File: config.mk
export PLATFORM = sky130hd
export DESIGN_NAME = t3maps_cmd_buffer
export DESIGN_NICKNAME = d
export VERILOG_FILES = /design/src/rtl/t3maps_pkg.sv /design/src/rtl/t3maps_byte_ram.sv /design/src/rtl/t3maps_cmd_buffer.sv
export SDC_FILE = /design/constraint.sdc
export NUM_CORES = 1
export LEC_CHECK = 0
export BUFFER_PORTS_ARGS = -buffer_cell sky130_fd_sc_hd__buf_2
export CAP_MARGIN = 15
export CORE_ASPECT_RATIO = 0.75
export CORE_UTILIZATION = 31
export DETAILED_ROUTE_END_ITERATION = 6
export PLACE_DENSITY = 0.56
export SYNTH_ARGS = -nofsm -noshare
export SYNTH_HDL_FRONTEND = slang
export SYNTH_SLANG_ARGS = --single-unit
File: constraint.sdc
create_clock -name CLK -period 5.19 [get_ports CLK]
set_input_delay 0.2595 -clock CLK [delete_from_list [all_inputs] [get_ports CLK]]
set_output_delay 0.2595 -clock CLK [all_outputs]
set_load 0.02 [all_outputs]
File: src/rtl/t3maps_pkg.sv
// ---------------------------------------------------------------------------
// t3maps_pkg
// Shared definitions for the T3MAPS control path.
//   CMD_*    : control codes recognised in the received byte stream
//   state_t  : command buffer state encoding (IDLE/LOAD/SHIFT/TX)
// ---------------------------------------------------------------------------
package t3maps_pkg;

   localparam logic [7:0] CMD_LOAD  = 8'hFF;  // begin loading a pattern
   localparam logic [7:0] CMD_END   = 8'hFE;  // end of pattern load
   localparam logic [7:0] CMD_SHIFT = 8'h7F;  // shift pattern out to the chip
   localparam logic [7:0] CMD_TX    = 8'h7E;  // echo pattern over UART TX

   typedef enum logic [1:0] {
      ST_IDLE  = 2'd0,
      ST_LOAD  = 2'd1,
      ST_SHIFT = 2'd2,
      ST_TX    = 2'd3
   } state_t;

endpackage

File: src/rtl/t3maps_byte_ram.sv
// ---------------------------------------------------------------------------
// t3maps_byte_ram
// Single-port DEPTH x 8 synchronous RAM, registered read (1-cycle latency).
// A write returns the old contents on rdata (read-first).
//   clk   : clock
//   we    : write enable
//   addr  : shared read/write address
//   wdata : write data
//   rdata : registered read data
// ---------------------------------------------------------------------------
module t3maps_byte_ram #(
   parameter int DEPTH = 64,
   parameter int AW    = 6
) (
   input  logic          clk,
   input  logic          we,
   input  logic [AW-1:0] addr,
   input  logic [7:0]    wdata,
   output logic [7:0]    rdata
);

   logic [7:0] mem [DEPTH];

   always_ff @(posedge clk) begin
      if (we) begin
         mem[addr] <= wdata;
      end
      rdata <= mem[addr];
   end

endmodule

File: src/rtl/t3maps_cmd_buffer.sv
// ---------------------------------------------------------------------------
// t3maps_cmd_buffer
// Byte-level command decoder and pattern buffer behind the UART receiver.
// Loads data bytes into a buffer between 0xFF/0xFE and replays them either
// as a serial stream to the chip (0x7F) or back over the UART TX (0x7E).
//   CLK, Reset          : clock, asynchronous active-high reset
//   rx_data, rx_valid   : received byte and its one-cycle strobe
//   tx_data, tx_valid,
//   tx_ready            : byte stream to the UART transmitter
//   shift_clk,
//   shift_data,
//   shift_load          : serial interface to the chip, MSB first
//   cmd, cmd_valid      : last plain byte seen in IDLE and its update pulse
//   count               : bytes currently stored
//   state               : current FSM state (IDLE=0 LOAD=1 SHIFT=2 TX=3)
//   overflow            : sticky, a byte was dropped with the buffer full
// ---------------------------------------------------------------------------
module t3maps_cmd_buffer
   import t3maps_pkg::*;
#(
   parameter int DEPTH     = 64,
   parameter int AW        = 6,
   parameter int SHIFT_DIV = 4
) (
   input  logic          CLK,
   input  logic          Reset,
   input  logic [7:0]    rx_data,
   input  logic          rx_valid,
   output logic [7:0]    tx_data,
   output logic          tx_valid,
   input  logic          tx_ready,
   output logic          shift_clk,
   output logic          shift_data,
   output logic          shift_load,
   output logic [7:0]    cmd,
   output logic          cmd_valid,
   output logic [AW:0]   count,
   output logic [1:0]    state,
   output logic          overflow
);

   localparam int            DW       = (SHIFT_DIV > 1) ? $clog2(SHIFT_DIV) : 1;
   localparam logic [DW-1:0] DIV_LAST = DW'(SHIFT_DIV - 1);
   localparam logic [DW-1:0] DIV_ONE  = DW'(1);
   localparam logic [AW:0]   FULL     = (AW+1)'(DEPTH);
   localparam logic [AW:0]   ONE      = (AW+1)'(1);

   state_t        state_q, state_d;
   logic [DW-1:0] div_cnt;
   logic [2:0]    bit_idx;
   logic [AW:0]   byte_idx;
   logic [AW:0]   next_idx;
   logic [7:0]    shift_reg;

   logic          ram_we;
   logic [AW-1:0] ram_addr;
   logic [7:0]    ram_rdata;

   logic          is_load, is_end, is_shift, is_tx;
   logic          half_done, last_bit, last_byte, shift_done, tx_accept;

   assign is_load  = (rx_data == CMD_LOAD);
   assign is_end   = (rx_data == CMD_END);
   assign is_shift = (rx_data == CMD_SHIFT);
   assign is_tx    = (rx_data == CMD_TX);

   assign next_idx   = byte_idx + ONE;
   assign half_done  = (div_cnt == DIV_LAST);
   assign last_bit   = (bit_idx == 3'd7);
   // Only meaningful in SHIFT/TX, which are entered with count > 0.
   assign last_byte  = (byte_idx == count - ONE);
   assign shift_done = (state_q == ST_SHIFT) && half_done && shift_clk &&
                       last_bit && last_byte;

   // Transmit handshake: a byte transfers on every cycle where tx_valid and
   // tx_ready are both high at the rising edge. Once raised, tx_valid and
   // tx_data hold until that transfer; tx_ready may toggle freely.
   assign tx_accept = (state_q == ST_TX) && tx_valid && tx_ready;

   assign shift_data = shift_reg[7];
   assign state      = state_q;

   // ---------------- state register ----------------
   always_ff @(posedge CLK or posedge Reset) begin
      if (Reset) begin
         state_q <= ST_IDLE;
      end else begin
         state_q <= state_d;
      end
   end

   // ---------------- next-state logic ----------------
   always_comb begin
      state_d = state_q;
      case (state_q)
         ST_IDLE: begin
            if (rx_valid) begin
               if (is_load) begin
                  state_d = ST_LOAD;
               end else if (is_shift && (count != '0)) begin
                  state_d = ST_SHIFT;
               end else if (is_tx && (count != '0)) begin
                  state_d = ST_TX;
               end
            end
         end
         ST_LOAD: begin
            if (rx_valid && is_end) begin
               state_d = ST_IDLE;
            end
         end
         ST_SHIFT: begin
            if (shift_done) begin
               state_d = ST_IDLE;
            end
         end
         ST_TX: begin
            if (tx_accept && last_byte) begin
               state_d = ST_IDLE;
            end
         end
         default: state_d = ST_IDLE;
      endcase
   end

   // ---------------- RAM control ----------------
   // Outside a replay the RAM keeps reading address 0, so byte 0 is already
   // on ram_rdata when a replay starts. During a replay it reads the next
   // byte ahead; on the last byte it returns to address 0 so that a replay
   // requested right after this one also finds byte 0 ready.
   always_comb begin
      ram_we   = 1'b0;
      ram_addr = '0;
      case (state_q)
         ST_LOAD: begin
            if (rx_valid && !is_end && (count != FULL)) begin
               ram_we   = 1'b1;
               ram_addr = count[AW-1:0];
            end
         end
         ST_SHIFT, ST_TX: begin
            if (!last_byte) begin
               ram_addr = next_idx[AW-1:0];
            end
         end
         default: ram_addr = '0;
      endcase
   end

   t3maps_byte_ram #(
      .DEPTH (DEPTH),
      .AW    (AW)
   ) u_ram (
      .clk   (CLK),
      .we    (ram_we),
      .addr  (ram_addr),
      .wdata (rx_data),
      .rdata (ram_rdata)
   );

   // ---------------- registered outputs / datapath ----------------
   always_ff @(posedge CLK or posedge Reset) begin
      if (Reset) begin
         tx_data    <= '0;
         tx_valid   <= 1'b0;
         shift_clk  <= 1'b0;
         shift_load <= 1'b0;
         shift_reg  <= '0;
         cmd        <= '0;
         cmd_valid  <= 1'b0;
         count      <= '0;
         overflow   <= 1'b0;
         div_cnt    <= '0;
         bit_idx    <= '0;
         byte_idx   <= '0;
      end else begin
         cmd_valid  <= 1'b0;
         shift_load <= 1'b0;
         case (state_q)
            ST_IDLE: begin
               if (rx_valid) begin
                  if (is_load) begin
                     count    <= '0;
                     overflow <= 1'b0;
                  end else if (is_shift) begin
                     if (count == '0) begin
                        shift_load <= 1'b1;
                     end else begin
                        // First bit is on shift_data from the first SHIFT cycle.
                        shift_reg <= ram_rdata;
                        shift_clk <= 1'b0;
                        div_cnt   <= '0;
                        bit_idx   <= '0;
                        byte_idx  <= '0;
                     end
                  end else if (is_tx) begin
                     if (count != '0) begin
                        tx_data  <= ram_rdata;
                        tx_valid <= 1'b1;
                        byte_idx <= '0;
                     end
                  end else if (!is_end) begin
                     cmd       <= rx_data;
                     cmd_valid <= 1'b1;
                  end
               end
            end

            ST_LOAD: begin
               if (rx_valid && !is_end) begin
                  if (count == FULL) begin
                     overflow <= 1'b1;
                  end else begin
                     count <= count + ONE;
                  end
               end
            end

            ST_SHIFT: begin
               if (!half_done) begin
                  div_cnt <= div_cnt + DIV_ONE;
               end else begin
                  div_cnt <= '0;
                  if (!shift_clk) begin
                     shift_clk <= 1'b1;
                  end else begin
                     // End of the high half: falling edge, data moves on.
                     shift_clk <= 1'b0;
                     if (!last_bit) begin
                        bit_idx   <= bit_idx + 3'd1;
                        shift_reg <= {shift_reg[6:0], 1'b0};
                     end else if (!last_byte) begin
                        bit_idx   <= '0;
                        byte_idx  <= next_idx;
                        shift_reg <= ram_rdata;
                     end else begin
                        shift_reg  <= '0;
                        shift_load <= 1'b1;
                     end
                  end
               end
            end

            ST_TX: begin
               if (tx_valid) begin
                  if (tx_ready) begin
                     tx_valid <= 1'b0;
                     if (!last_byte) begin
                        byte_idx <= next_idx;
                     end
                  end
               end else begin
                  // One idle cycle after each accept, then the prefetched byte.
                  tx_data  <= ram_rdata;
                  tx_valid <= 1'b1;
               end
            end

            default: ;
         endcase
      end
   end

endmodule
==> results.txt <==
The number of endpoints with negative hold slack in the final report came out at 0. The critical path ends at u_ram.rdata[6]. The fraction of registers with async set/reset is 0.0877. The required time of the worst setup path is 5710 ps. The via count of the first global-routing pass is 14,751. The power after layout came out at 0.00904 W.

The number of storage elements in the synthesis netlist came out at 570. At the worst endpoint, the arrival time is 5260 ps. 0 antenna diodes ended up in the layout. In this run the worst setup path begins at count[0].

The H-tree generated during clock tree synthesis spans 2 levels. Summing all flip-flop and latch instances after layout gives 16,800 um2. The count of pins over their slew limit came out at 0. For the final database, setup skew stands at 18.9 ps. The weighted congestion at the end of routability-driven global placement came out at 0.924. The number of flip-flops under the largest register name came out at 512. The path class of the lowest-slack min-delay path is in -> reg. The via count normalized by instance count is 5.51. The number of primary I/O pins came out at 43. The net count of the finished layout is 1,843. The remaining antenna violation count is 0. Counting the buffers created by CTS gives 53.

Of the total synthesized cell area, the portion taken by AND, OR, NAND and NOR gates is 0.111. The launch instance of the worst register-to-register path is count[0]. For this design the ratio of total power to cell area is 333 nW/um2.

The post-synthesis area per instance came out at 13.6 um2. The xor and xnor fraction of the mapped netlist area is 0.00699. The worst register-to-register path has a depth of 13.

The number of endpoints failing setup at the final stage is 0. The wire length of the first global-routing pass came out at 106,000 um. The average wire per standard cell came out at 25.5 um. The worst setup path is launched from a flip-flop.

The endpoint identified for the worst register-to-register timing path is u_ram.rdata[6]. The footprint of the multi-input gates is 6280 um2. The DRC violations left is 2.

Wires add up to 73,700 um. The ratio of cells with drive above 1 in the final layout is 0.144. The total of max-cap violations is 0. After routing the design area is 27,200 um2. For this run, the leading register cell type out of synthesis is edfxtp_1. The run finished, with violations left. The worst pin sits at a relative slew slack of 0.295. The number of placed instances, taps included, is 2,789. The time the worst path needs with I/O delays and setup came out at 4740 ps. The number of enable flip-flop cells after synthesis came out at 512. The net count after synthesis is 1,751. The maximum clock path buffer count came out at 3.

Once placement finished, the instance area stood at 25,400 um2. The layout-stage area growth over the synthesis result came out at 15.0%. The CTS tree is yes.

The final cell count without fillers came out at 2,890. The register name with the most flops is u_ram.mem. After synthesis, the most frequently instantiated cells are edfxtp_1 (512), nand2_1 (283), nor2_1 (115). The detailed placement HPWL came out at 46,800 um.

In this run the core area contains 87 standard-cell rows. Clock tree synthesis selected as its root buffer the cell clkbuf_16. The maximum resistive drop on vdd is 0.245 mV. The mux share of post-synthesis cell area is 0.0351. After clock tree synthesis, the flow added hold-fix buffers numbering 2. The aggregate negative setup slack is 0 ps. The number of buffers inserted by port buffering came out at 42. Yosys printed 0 warnings.

The initial core utilization came out at 0.314. The worst-skew pair later-pin latency came out at 610 ps. The fill cell instance count of the final layout came out at 7,309.

The die is 321 um wide. Yosys attributes the largest share of cell area to edfxtp_1 (65%), dfrtp_1 (5.3%), nand2_1 (4.5%). For this run, the detailed router's first-pass iteration total came to 7.

Summing every instance area after synthesis gives 23,600 um2. The share of the clock period used by the worst path after layout is 0.913. The DRC violation total after the first TritonRoute iteration is 2,225.

The overall routing resource usage came out at 0.187. The initial antenna violation count came out at 0. The setup check on the worst reg-to-reg path leaves a slack of 450 ps. The floorplan core area came out at 75,300 um2. The highest net fanout along the worst path is 12. After synthesis, the largest family of logic cells by area is simple AND/OR/NAND/NOR gates. The slew at the pin closest to its max-slew limit is 1050 ps.

The critical path is of the reg -> reg type. The synthesized-area fraction occupied by adder cells is 0.00370. The die is 241 um tall. The compound-gate portion of the synthesized area came out at 0.108.

The overall die area came out at 77,400 um2. For this design, the sink count on the clock tree is 570. The share of the Yosys chip area taken by registers is 0.710.

The synthesized netlist contains 82 unique library cells. The number of gates resized after CTS was 0. By instance count, the leading cell after synthesis is edfxtp_1.

After clock tree synthesis, the clock-pin slew on the worst setup and hold paths is 60 ps. The total via count after detailed routing came out at 15,924. The share of the synthesized area in the top cell type is 0.650. The kind of end point of the critical path is a flip-flop.

The worst slack at placement is 572 ps. After clock tree synthesis, the setup repair step added 0 buffers. Setup repair after global routing left no endpoint under its margin.

The pin count of the biggest net entering global routing is 71. The final reports fail on DRC. Once routing completed, OpenROAD measured the worst setup slack at 450 ps.

The static power due to leakage came out at 9.11 nW. The cell taking the most area after synthesis is edfxtp_1. The synthesized instance count came out at 1,732. The highest clock rate came out at 0.211 GHz. The sum of overflow across all layers after global routing is 0.
## critical path: stages (launching register included)
cell and delay [ps]:
dfrtp_1 470, inv_1 130, ha_1 280, nand2b_1 180
o211a_1 160, o31a_1 360, nor3_4 590, o21ai_2 370
buf_4 260, or3_1 590, a311oi_1 660, a21oi_1 110
a41o_1 300, nand4b_1 180
## report_power, final
group          internal [W]  total, W  switching (W)
logic             0.0000149  0.000124       0.000109
registers           0.00500   0.00500    0.000000275
clock network       0.00221   0.00392        0.00171
total               0.00722   0.00904        0.00182
## routing by layer
| layer | global-route usage | up-vias | wire length [um] |
|---|---|---|---|
| li1 | - | 6830 | - |
| met1 | 0.277 | 8034 | 32100 |
| met2 | 0.262 | 968 | 30600 |
| met3 | 0.0646 | 90 | 9630 |
| met4 | 0.0388 | 2 | 1320 |
| met5 | 0 | - | 22 |
## placed cells by master (no fill, tap or decap), types with 8 or more instances in the layout
cell and n:
a211oi_1 62, a21oi_1 65, a221oi_1 22, a22o_1 8, a22oi_1 24, a31oi_1 47
a32oi_1 9, and3_1 51, buf_2 42, buf_4 96, clkbuf_1 10, clkbuf_16 54
clkinv_1 10, clkinv_2 13, dfrtp_1 50, dfxtp_1 8, edfxtp_1 512, mux2_2 19
mux2i_1 60, nand2_1 282, nand3_1 85, nor2_1 115, o21ai_0 38, o22ai_1 8
xnor2_1 8, xor2_1 9
## worst min-delay path by stage
stage | cells past startpoint | slack, ps | start | to
global route | 5 | 110 | rx_valid | overflow
floorplan | 0 | 360 | rx_data[0] | u_ram.mem[0][0]
detailed placement | 2 | 460 | cmd[7] | cmd[7]
CTS | 5 | 60 | rx_valid | overflow
finish | 5 | 90 | rx_valid | overflow
global placement | 2 | 460 | cmd[2] | cmd[2]
## per-stage QoR
stage               hold slack (ps)   util
finish                         94.6  0.361
global route                    113  0.361
CTS                            61.1  0.361
detailed placement              464  0.337
global placement                463  0.337
floorplan                       358      -
## layout make-up
cell class | count | area share
Tap cell | 1023 | 0.0471
Multi-Input combinational cell | 1045 | 0.231
Inverter | 7 | 0.000967
Clock buffer | 68 | 0.0531
Clock inverter | 30 | 0.0102
Sequential cell | 570 | 0.618
Timing Repair Buffer | 147 | 0.0401
## cell families after synthesis
logic type	after synthesis
AND/OR/NAND/NOR	585
flip-flops	570
AO/OA/AOI/OAI	355
buffers and inverters	117
multiplexers	80
XOR/XNOR	18
adder cells (fa/ha/maj)	7
(Power assumes the default switching activity.)
